$ cat config.mk
export PLATFORM = sky130hd
export DESIGN_NAME = dog_extrema_finder
export DESIGN_NICKNAME = d
export VERILOG_FILES = /design/src/rtl/dog_extrema_finder.sv
export SDC_FILE = /design/constraint.sdc
export NUM_CORES = 1
export LEC_CHECK = 0
export CORE_MARGIN = 1.5
export CORE_UTILIZATION = 35
export DETAILED_ROUTE_END_ITERATION = 8
export GPL_TIMING_DRIVEN = 1
export SYNTH_ARGS = -nofsm -noshare
export SYNTH_HDL_FRONTEND = slang
export SYNTH_SLANG_ARGS = --single-unit
$ cat constraint.sdc
create_clock -name clk -period 8.9 [get_ports clk]
set_input_delay 2.225 -clock clk [delete_from_list [all_inputs] [get_ports clk]]
set_output_delay 2.225 -clock clk [all_outputs]
set_load 0.005 [all_outputs]
$ cat src/rtl/dog_extrema_finder.sv
// Scans a finished DoG image in BRAM and emits strict 3x3 local extrema as (x, y) keypoints.
// Optional build macro: CONTRAST_THRESH_EN (require |centre| >= THRESHOLD for a keypoint).
module dog_extrema_finder #(
    parameter int unsigned DIMENSION    = 64,
    parameter int unsigned BRAM_LATENCY = 2,
    parameter int unsigned THRESHOLD    = 4
) (
    input  logic                                    clk,
    input  logic                                    rst_in,
    input  logic                                    bram_ready,
    output logic [$clog2(DIMENSION*DIMENSION)-1:0]  address,
    input  logic [8:0]                              data_in,
    output logic                                    keypoint_valid,
    input  logic                                    keypoint_ready,
    output logic [$clog2(DIMENSION)-1:0]            keypoint_x,
    output logic [$clog2(DIMENSION)-1:0]            keypoint_y,
    output logic                                    keypoint_is_max,
    output logic [15:0]                             keypoint_count,
    output logic                                    busy,
    output logic                                    done
);

    localparam int unsigned XW = $clog2(DIMENSION);
    localparam int unsigned AW = $clog2(DIMENSION * DIMENSION);
    localparam int unsigned CW = $clog2(9 + BRAM_LATENCY);
`ifdef CONTRAST_THRESH_EN
    localparam bit THRESH_EN = 1'b1;
`else
    localparam bit THRESH_EN = 1'b0;
`endif

    typedef enum logic [2:0] {
        S_IDLE,
        S_FETCH,
        S_COMPARE,
        S_EMIT,
        S_FINISH
    } state_t;

    state_t                 r_state;
    state_t                 w_next;
    logic [XW-1:0]          r_x;
    logic [XW-1:0]          r_y;
    logic [CW-1:0]          r_cnt;
    logic [AW-1:0]          r_addr;
    logic signed [8:0]      r_samp [9];
    logic                   r_valid;
    logic [XW-1:0]          r_kx;
    logic [XW-1:0]          r_ky;
    logic                   r_kmax;
    logic [15:0]            r_count;
    logic                   r_busy;
    logic                   r_done;

    logic                   w_gt_all;
    logic                   w_lt_all;
    logic [8:0]             w_mag;
    logic                   w_contrast_ok;
    logic                   w_hit;
    logic                   w_last;
    logic [XW-1:0]          w_adv_x;
    logic [XW-1:0]          w_adv_y;

    // Address of neighbour idx (row-major 3x3, idx 4 = centre) around pixel (px, py)
    function automatic logic [AW-1:0] f_addr(input logic [XW-1:0] px,
                                             input logic [XW-1:0] py,
                                             input logic [3:0]    idx);
        logic [AW-1:0] row;
        logic [AW-1:0] col;
        row = AW'(py) + AW'(idx / 4'd3) - AW'(1);
        col = AW'(px) + AW'(idx % 4'd3) - AW'(1);
        return AW'(row * AW'(DIMENSION)) + col;
    endfunction

    always_comb begin
        w_gt_all = 1'b1;
        w_lt_all = 1'b1;
        for (int i = 0; i < 9; i++) begin
            if (i != 4) begin
                if (!(r_samp[4] > r_samp[i])) w_gt_all = 1'b0;
                if (!(r_samp[4] < r_samp[i])) w_lt_all = 1'b0;
            end
        end
    end

    // -256 maps to 256, which still fits the 9-bit unsigned magnitude
    assign w_mag         = r_samp[4][8] ? 9'(-r_samp[4]) : 9'(r_samp[4]);
    assign w_contrast_ok = !THRESH_EN || (w_mag >= 9'(THRESHOLD));
    assign w_hit         = (w_gt_all || w_lt_all) && w_contrast_ok;
    assign w_last        = (r_x == XW'(DIMENSION - 2)) && (r_y == XW'(DIMENSION - 2));
    assign w_adv_x       = (r_x == XW'(DIMENSION - 2)) ? XW'(1) : r_x + XW'(1);
    assign w_adv_y       = (r_x == XW'(DIMENSION - 2)) ? r_y + XW'(1) : r_y;

    always_ff @(posedge clk) begin
        if (rst_in) r_state <= S_IDLE;
        else        r_state <= w_next;
    end

    always_comb begin
        w_next = r_state;
        case (r_state)
            S_IDLE:    if (bram_ready) w_next = S_FETCH;
            S_FETCH:   if (r_cnt == CW'(8 + BRAM_LATENCY)) w_next = S_COMPARE;
            S_COMPARE: begin
                if (w_hit)       w_next = S_EMIT;
                else if (w_last) w_next = S_FINISH;
                else             w_next = S_FETCH;
            end
            S_EMIT:    if (r_valid && keypoint_ready) w_next = w_last ? S_FINISH : S_FETCH;
            S_FINISH:  w_next = S_IDLE;
            default:   w_next = S_IDLE;
        endcase
    end

    always_ff @(posedge clk) begin
        if (rst_in) begin
            r_x     <= '0;
            r_y     <= '0;
            r_cnt   <= '0;
            r_addr  <= '0;
            r_valid <= 1'b0;
            r_kx    <= '0;
            r_ky    <= '0;
            r_kmax  <= 1'b0;
            r_count <= '0;
            r_busy  <= 1'b0;
            r_done  <= 1'b0;
            for (int i = 0; i < 9; i++) r_samp[i] <= '0;
        end else begin
            r_busy <= (w_next == S_FETCH) || (w_next == S_COMPARE) || (w_next == S_EMIT);
            r_done <= (w_next == S_FINISH);
            case (r_state)
                S_IDLE: begin
                    if (bram_ready) begin
                        r_x     <= XW'(1);
                        r_y     <= XW'(1);
                        r_cnt   <= '0;
                        r_count <= '0;
                        r_addr  <= f_addr(XW'(1), XW'(1), 4'd0);
                    end
                end
                S_FETCH: begin
                    r_cnt <= r_cnt + CW'(1);
                    if (r_cnt < CW'(8))
                        r_addr <= f_addr(r_x, r_y, 4'(r_cnt) + 4'd1);
                    if (r_cnt >= CW'(BRAM_LATENCY))
                        r_samp[r_cnt - CW'(BRAM_LATENCY)] <= data_in;
                end
                S_COMPARE: begin
                    r_cnt <= '0;
                    if (w_hit) begin
                        r_kx    <= r_x;
                        r_ky    <= r_y;
                        r_kmax  <= w_gt_all;
                        r_valid <= 1'b1;
                    end else if (!w_last) begin
                        r_x    <= w_adv_x;
                        r_y    <= w_adv_y;
                        r_addr <= f_addr(w_adv_x, w_adv_y, 4'd0);
                    end
                end
                S_EMIT: begin
                    if (r_valid && keypoint_ready) begin
                        r_valid <= 1'b0;
                        if (r_count != 16'hFFFF) r_count <= r_count + 16'd1;
                        if (!w_last) begin
                            r_x    <= w_adv_x;
                            r_y    <= w_adv_y;
                            r_addr <= f_addr(w_adv_x, w_adv_y, 4'd0);
                        end
                    end
                end
                S_FINISH: r_addr <= '0;
                default:  r_addr <= '0;
            endcase
        end
    end

    assign address         = r_addr;
    assign keypoint_valid  = r_valid;
    assign keypoint_x      = r_kx;
    assign keypoint_y      = r_ky;
    assign keypoint_is_max = r_kmax;
    assign keypoint_count  = r_count;
    assign busy            = r_busy;
    assign done            = r_done;

endmodule

# After elaboration in Yosys (flattened, before gate mapping)
# Memories as Yosys holds them, arrays and structs flattened.
# Index checks and enable logic that the tools add are counted.
[totals] ff_bits=63 mem_bits_rw=81 output_inout_bits=44 word_cells=137 n_memories=1
[classes] n_addsub=13 div_mod_pow=2 magnitude_cmp=18 n_eq_ne=17 n_mux=57 n_reduce_logical=17
[memory_table] name="r_samp" depth=9 width=9 read_ports=9 rd_ports_with_merged_regs=0 write_ports=9 line_no="46" source="logic signed [8:0] r_samp [9];"
[op_table] operator="$gt 9x9->1" count=8
[op_table] operator="$lt 9x9->1" count=8
[op_table] operator="$mux 12" count=5
[op_table] operator="$mux 6" count=9
[op_table] operator="$mux 16" count=3
[op_table] operator="$pmux 12 s4" count=1
[op_table] operator="$pmux 6 s3" count=2
[op_table] operator="$pmux 16 s2" count=1
[op_table] operator="$mux 1" count=25
[op_table] operator="$add 12x12->12" count=2
[op_table] operator="$add 16x1->16 const B" count=1
[op_table] operator="$ne 16x16->1 const B" count=1
[op_table] operator="$mux 3" count=5
[op_table] operator="$add 6x1->6 const B" count=2
[op_table] operator="$add 6x12->12" count=1
[op_table] operator="$div 4x2->12 const B" count=1
[op_table] operator="$eq 3x2->1 const B" count=4
[op_table] operator="$eq 6x6->1 const B" count=2
[op_table] operator="$mod 4x2->12 const B" count=1
[op_table] operator="$ne 2x2->1 const B" count=6
[op_table] operator="$pmux 3 s4" count=1
[op_table] operator="$pmux 4 s3" count=1
[op_table] operator="$reduce_and 4->1" count=3
[op_table] operator="$sub 12x1->12 const B" count=1
[op_table] operator="21 further kinds" count=30

# Depth between registers and ports, before layout
# An unclocked memory read counts as a cell.
[depth] ltp_word=16 ltp_mapped=26 ltp_nobuf=26

# Least setup slack after synthesis
# Ideal clock, no wire load.
[synth_timing] kind="register to register" from="register r_cnt[1]" to="register r_addr[10] (netlist: address[10])" setup_time_ns=0.080 arrival_ns=5.200 t_required_ns=8.820 path_slack_ns=3.619 path_stages_with_launch=25 path_buffers=0 period_less_slack_ns=5.281 path_cell_list="dfxtp_1 ha_1 xnor2_1 inv_2 ha_1 nand2b_1 o22ai_1 and4_1 nor2_1 ha_1 nor3_1 ha_1 inv_1 ha_1 fa_1 inv_1 ha_1 inv_1 ha_1 a21o_1 a31o_2 a21oi_1 xnor2_1 a22oi_1 a211oi_2"
[synth_via] elab_chain_cells=7 elab_cells_between_ends=13 classes_between="add/sub: 6; div: 2; order compare: 1; eq/ne: 1; mux: 2; reduce/logical: 1"
[synth_rtl] item="start: declaration" line_no="44" source="logic [CW-1:0] r_cnt;"
[synth_rtl] item="start signal: assignment" line_no="143" source="r_cnt <= r_cnt + CW'(1);"
[synth_rtl] item="$add 4x1->4" line_no="145" source="r_addr <= f_addr(r_x, r_y, 4'(r_cnt) + 4'd1);"
[synth_rtl] item="$mod 4x2->12 or $div 4x2->12 (tied branches)" line_no="71, 70"
[synth_rtl] item="$add 6x12->12 or $add 6x6->6 (tied branches)" line_no="71, 70"
[synth_rtl] item="$sub 12x1->12 or $sub 6x1->6 (tied branches)" line_no="71, 70"
[synth_rtl] item="$add 12x12->12" line_no="72" source="return AW'(row * AW'(DIMENSION)) + col;"
[synth_rtl] item="$mux 12" line_no="144" source="if (r_cnt < CW'(8))"
[synth_rtl] item="$pmux 12 s4" line_no="132" source="case (r_state)"
[synth_rtl] item="end signal: assignment" line_no="139" source="r_addr <= f_addr(XW'(1), XW'(1), 4'd0);"
[synth_rtl] item="end signal: assignment" line_no="145"
[synth_rtl] item="end signal: assignment" line_no="159" source="r_addr <= f_addr(w_adv_x, w_adv_y, 4'd0);"
[synth_rtl] item="end: declaration" line_no="45" source="logic [AW-1:0] r_addr;"
# Parallel ways exist; a longest one is shown, timed or not. The select of a mux whose other input is x is not followed.
# A chain may end at the register's enable or synchronous reset.

# Worst setup path after layout
[layout_timing] from="register r_cnt[0]" to="register r_addr[11] (netlist: address[11])"
# Same word-level chain as after synthesis.

==> impl_results.md <==
* Number of I/O pins at 57
* TritonCTS clock tree: built
* Count of flip-flops with a built-in enable after synthesis at 81
* CP max FO at 23
* Clk Latency, worst-skew pair at 0.43 ns
* Net count reported at finish at 1,238
* Cell type with the highest aggregate area in the netlist: sky130_fd_sc_hd__edfxtp_1
* Number of vias in the routed layout at 7,795
* Die footprint at 29,500 sq um
* RSZ-0062 raised after global routing: false
* Root buffer cell: sky130_fd_sc_hd__clkbuf_16
* Routed wire length at 24.9 mm
* Top achievable clock speed at 0.156 GHz
* Initial Util at 35.7%
* Number of cells produced by synthesis at 1,061
* Number of synthesized register bits at 144
* Worst IR Drop VDD at 0.105 mV
* Cts-stage hold buffer count at 0
* Number of antenna violations at the first check in global routing at 0
* Die Span Y at 172 um
* Kind of end point of the critical path: flop
* Final antenna diode count at 0
* Lkg Pwr at 4.92 nW
* Share of final-layout standard cells stronger than drive strength 1 at 6.40%
* Post-DR vias/cell at 5.24
* Slew at the pin closest to its max-slew limit at 1.19 ns
* Detailed-placement wirelength estimate at 17.4 mm
* Rows at 61
* Filler Cells Inserted at 2,720
* IO Port Bufs at 56
* Residual DRC at 0
* Outcome: finished, final reports clean
* Tcrit/Tclk final at 72.0%
* Worst setup slack after layout at 2.49 ns
* Final hold violations at 0
* Pre-CTS setup slack at 2.53 ns
* Max Slew Vio Count at 0
* Deepest level of the CTS H-tree at 4
* Startpoint type of the worst setup path: flop
* Number of post-CTS setup repair buffers at 0
* Dominant synthesized flop cell: sky130_fd_sc_hd__edfxtp_1
* Vias in the first global route at 7,320
* Total standard cell area after synthesis at 9960 sq um
* Area of combinational cells with multiple inputs at 5560 sq um
* Initial DRC Count at 545
* Buffers from clock root to sink, at most at 2
* Summed negative setup slack over all endpoints at 0 ns
* Proportion of register bits with asynchronous set or reset after synthesis at 0%
* Average routed wire per standard cell at 16.7 um
* Final Setup Violations at 0
* Category of the most critical setup path: flop to flop
* Congestion Overflow GR at 0
* Max-cap violations at 0
* Synthesized area per cell at 9.39 sq um
* Number of instances resized during post-cts repair at 0
* Share of synthesized area occupied by flip-flops and latches at 37.1%
* Pin count of the biggest net entering global routing at 52
* Tot GR Track Use at 17.3%
* First-pass DRT Iterations at 5
* P per Cell Area at 164 nW/um^2
* Type of the most critical hold path: flop to flop
* Warning count from the yosys run at 0
* Number of distinct library cells after synthesis at 75
* Synth top area share at 24.4%
* Post-synthesis to final-layout area growth at 15.2%
* Synth area leaders: sky130_fd_sc_hd__edfxtp_1 24%, sky130_fd_sc_hd__ha_1 16%, sky130_fd_sc_hd__dfxtp_1 13%
* Std-Cell Core Area at 27,900 sq um
* CTS Buf Count at 17
* Total area of sequential cells at 3690 sq um
* Clk sink count at 144
* Synthesized net count at 1,202
* Worst Clk Skew at 0.00916 ns
* First-pass GRT wire length at 39.3 mm
* Routed Antenna Nets at 0
* Routability-driven placement congestion ratio at 0.880
* Headroom to the max-slew limit at 19.8%
* Data required time at the worst endpoint at 9.25 ns
* Time the final worst path needs with I/O delays and setup at 6.41 ns
* Die Width at 172 um
* Signal arrival time at the worst endpoint at 6.76 ns
* CTS clk-pin slew, worst paths at 0.07 ns
cells by family (layout without fill, tap and decap cells):
group           Yosys count  in the layout  share of synthesized area, %
simple gates            327            327                          17.7
compound gates          213            213                          15.5
buf+inv                 180            229                          7.17
flops                   144            144                          37.1
fa+ha+maj               128            128                          16.3
xor+xnor                 53             53                          4.66
mux                      16             16                          1.62
sequential cells by signal (all words and copies together), names as in the netlist:
signal	flops
keypoint_is_max	1
r_state	3
r_cnt	4
r_samp	81
keypoint_valid	1
address	12
r_y	6
keypoint_x	6
busy	1
keypoint_y	6
keypoint_count	16
done	1
r_x	6
cell type report:
type	instances	share of cell area, %
Sequential cell	144	32.2
Multi-Input combinational cell	737	48.4
Timing Repair Buffer	63	5.30
Inverter	134	4.38
Tap cell	378	4.12
Clock buffer	17	3.71
Clock inverter	15	1.86
path summary, 6_finish.rpt:
check | startpoint | end | slack [ns] | depth (start not counted)
worst min-delay path | keypoint_is_max | keypoint_is_max | 0.49 | 2
worst max register to register | r_cnt[0] | address[11] | 2.49 | 25
worst max-delay path | r_cnt[0] | address[11] | 2.49 | 25
worst min register to register | keypoint_is_max | keypoint_is_max | 0.49 | 2
cells in the mapped netlist (14+ instances only):
master,instances
sky130_fd_sc_hd__a211oi_1,14
sky130_fd_sc_hd__a21o_1,22
sky130_fd_sc_hd__a21oi_1,51
sky130_fd_sc_hd__and3_1,79
sky130_fd_sc_hd__clkbuf_1,34
sky130_fd_sc_hd__dfxtp_1,63
sky130_fd_sc_hd__edfxtp_1,81
sky130_fd_sc_hd__ha_1,125
sky130_fd_sc_hd__inv_1,133
sky130_fd_sc_hd__mux2i_1,15
sky130_fd_sc_hd__nand2_1,36
sky130_fd_sc_hd__nand3_1,22
sky130_fd_sc_hd__nand4_1,23
sky130_fd_sc_hd__nor2_1,77
sky130_fd_sc_hd__nor3_1,23
sky130_fd_sc_hd__o21ai_0,16
sky130_fd_sc_hd__o21ai_1,14
sky130_fd_sc_hd__xnor2_1,37
sky130_fd_sc_hd__xor2_1,16
placed cells by master (no fill, tap or decap), drive strengths merged, types with 5 or more instances in the layout:
| master | Yosys | layout |
|---|---|---|
| o21ai | 30 | 30 |
| buf | 12 | 8 |
| clkbuf | 34 | 17 |
| a22oi | 9 | 9 |
| nor2 | 77 | 77 |
| a211oi | 25 | 25 |
| nand2b | 8 | 8 |
| o311ai | 7 | 7 |
| nor3 | 23 | 23 |
| mux2i | 15 | 15 |
| xor2 | 16 | 16 |
| nand4 | 23 | 23 |
| o22ai | 6 | 6 |
| nor4 | 8 | 8 |
| and2 | 11 | 11 |
| dfxtp | 63 | 63 |
| or2 | 5 | 5 |
| ha | 125 | 125 |
| nor2b | 8 | 8 |
| xnor2 | 37 | 37 |
| nand2 | 36 | 36 |
| edfxtp | 81 | 81 |
| a21o | 22 | 22 |
| nand3 | 23 | 23 |
| inv | 134 | 143 |
| a31oi | 11 | 11 |
| a21oi | 60 | 60 |
| o21bai | 7 | 7 |
| and3 | 79 | 79 |
| clkdlybuf4s50 | 0 | 55 |
report_power, final:
group          internal [mW]  leakage (nW)  switching [mW]  total (mW)
combinational          0.160          3.26           0.197       0.358
sequential             0.722          1.35          0.0197       0.742
clock                  0.457         0.311           0.322       0.779
total                   1.34          4.92           0.539        1.88
metal layers:
metal / vias to the layer above / GRT usage, % / wire length, um
met3: 31 / 3.06 / 947
met2: 157 / 30.1 / 12100
met4: 0 / 4.84 / 476
li1: 3897 / - / -
met1: 3710 / 22.0 / 11300
met5: - / 0 / 0
through the flow:
step | area (sq um) | hold WS (ns) | std cells | util, % | power [mW]
final | 11500 | 0.494 | 1488 | 41.2 | 1.88
after global placement | 10800 | 0.480 | 1456 | 38.9 | 1.11
after detailed placement | 10800 | 0.483 | 1456 | 38.9 | 1.11
after CTS | 11500 | 0.501 | 1488 | 41.2 | 1.90
after floorplan | 9960 | 0.481 | 1061 | - | 1.01
after global routing | 11500 | 0.533 | 1488 | 41.2 | 1.97
critical path, stage by stage (launching register included):
cell and delay, ns:
sky130_fd_sc_hd__dfxtp_1 0.54, sky130_fd_sc_hd__ha_1 0.63, sky130_fd_sc_hd__xnor2_1 0.36, sky130_fd_sc_hd__inv_2 0.17, sky130_fd_sc_hd__ha_1 0.37, sky130_fd_sc_hd__nand2b_1 0.19
sky130_fd_sc_hd__o22ai_1 0.21, sky130_fd_sc_hd__and4_1 0.25, sky130_fd_sc_hd__nor2_1 0.07, sky130_fd_sc_hd__ha_1 0.28, sky130_fd_sc_hd__nor3_1 0.48, sky130_fd_sc_hd__ha_1 0.24
sky130_fd_sc_hd__inv_1 0.04, sky130_fd_sc_hd__ha_1 0.20, sky130_fd_sc_hd__fa_1 0.49, sky130_fd_sc_hd__inv_1 0.04, sky130_fd_sc_hd__ha_1 0.27, sky130_fd_sc_hd__inv_1 0.04
sky130_fd_sc_hd__ha_1 0.34, sky130_fd_sc_hd__a21oi_1 0.15, sky130_fd_sc_hd__a31oi_1 0.08, sky130_fd_sc_hd__a21o_1 0.19, sky130_fd_sc_hd__a21oi_1 0.16, sky130_fd_sc_hd__xnor2_1 0.14
sky130_fd_sc_hd__a22oi_1 0.11, sky130_fd_sc_hd__a211oi_2 0.26
Power figures use the tool's default switching activity.
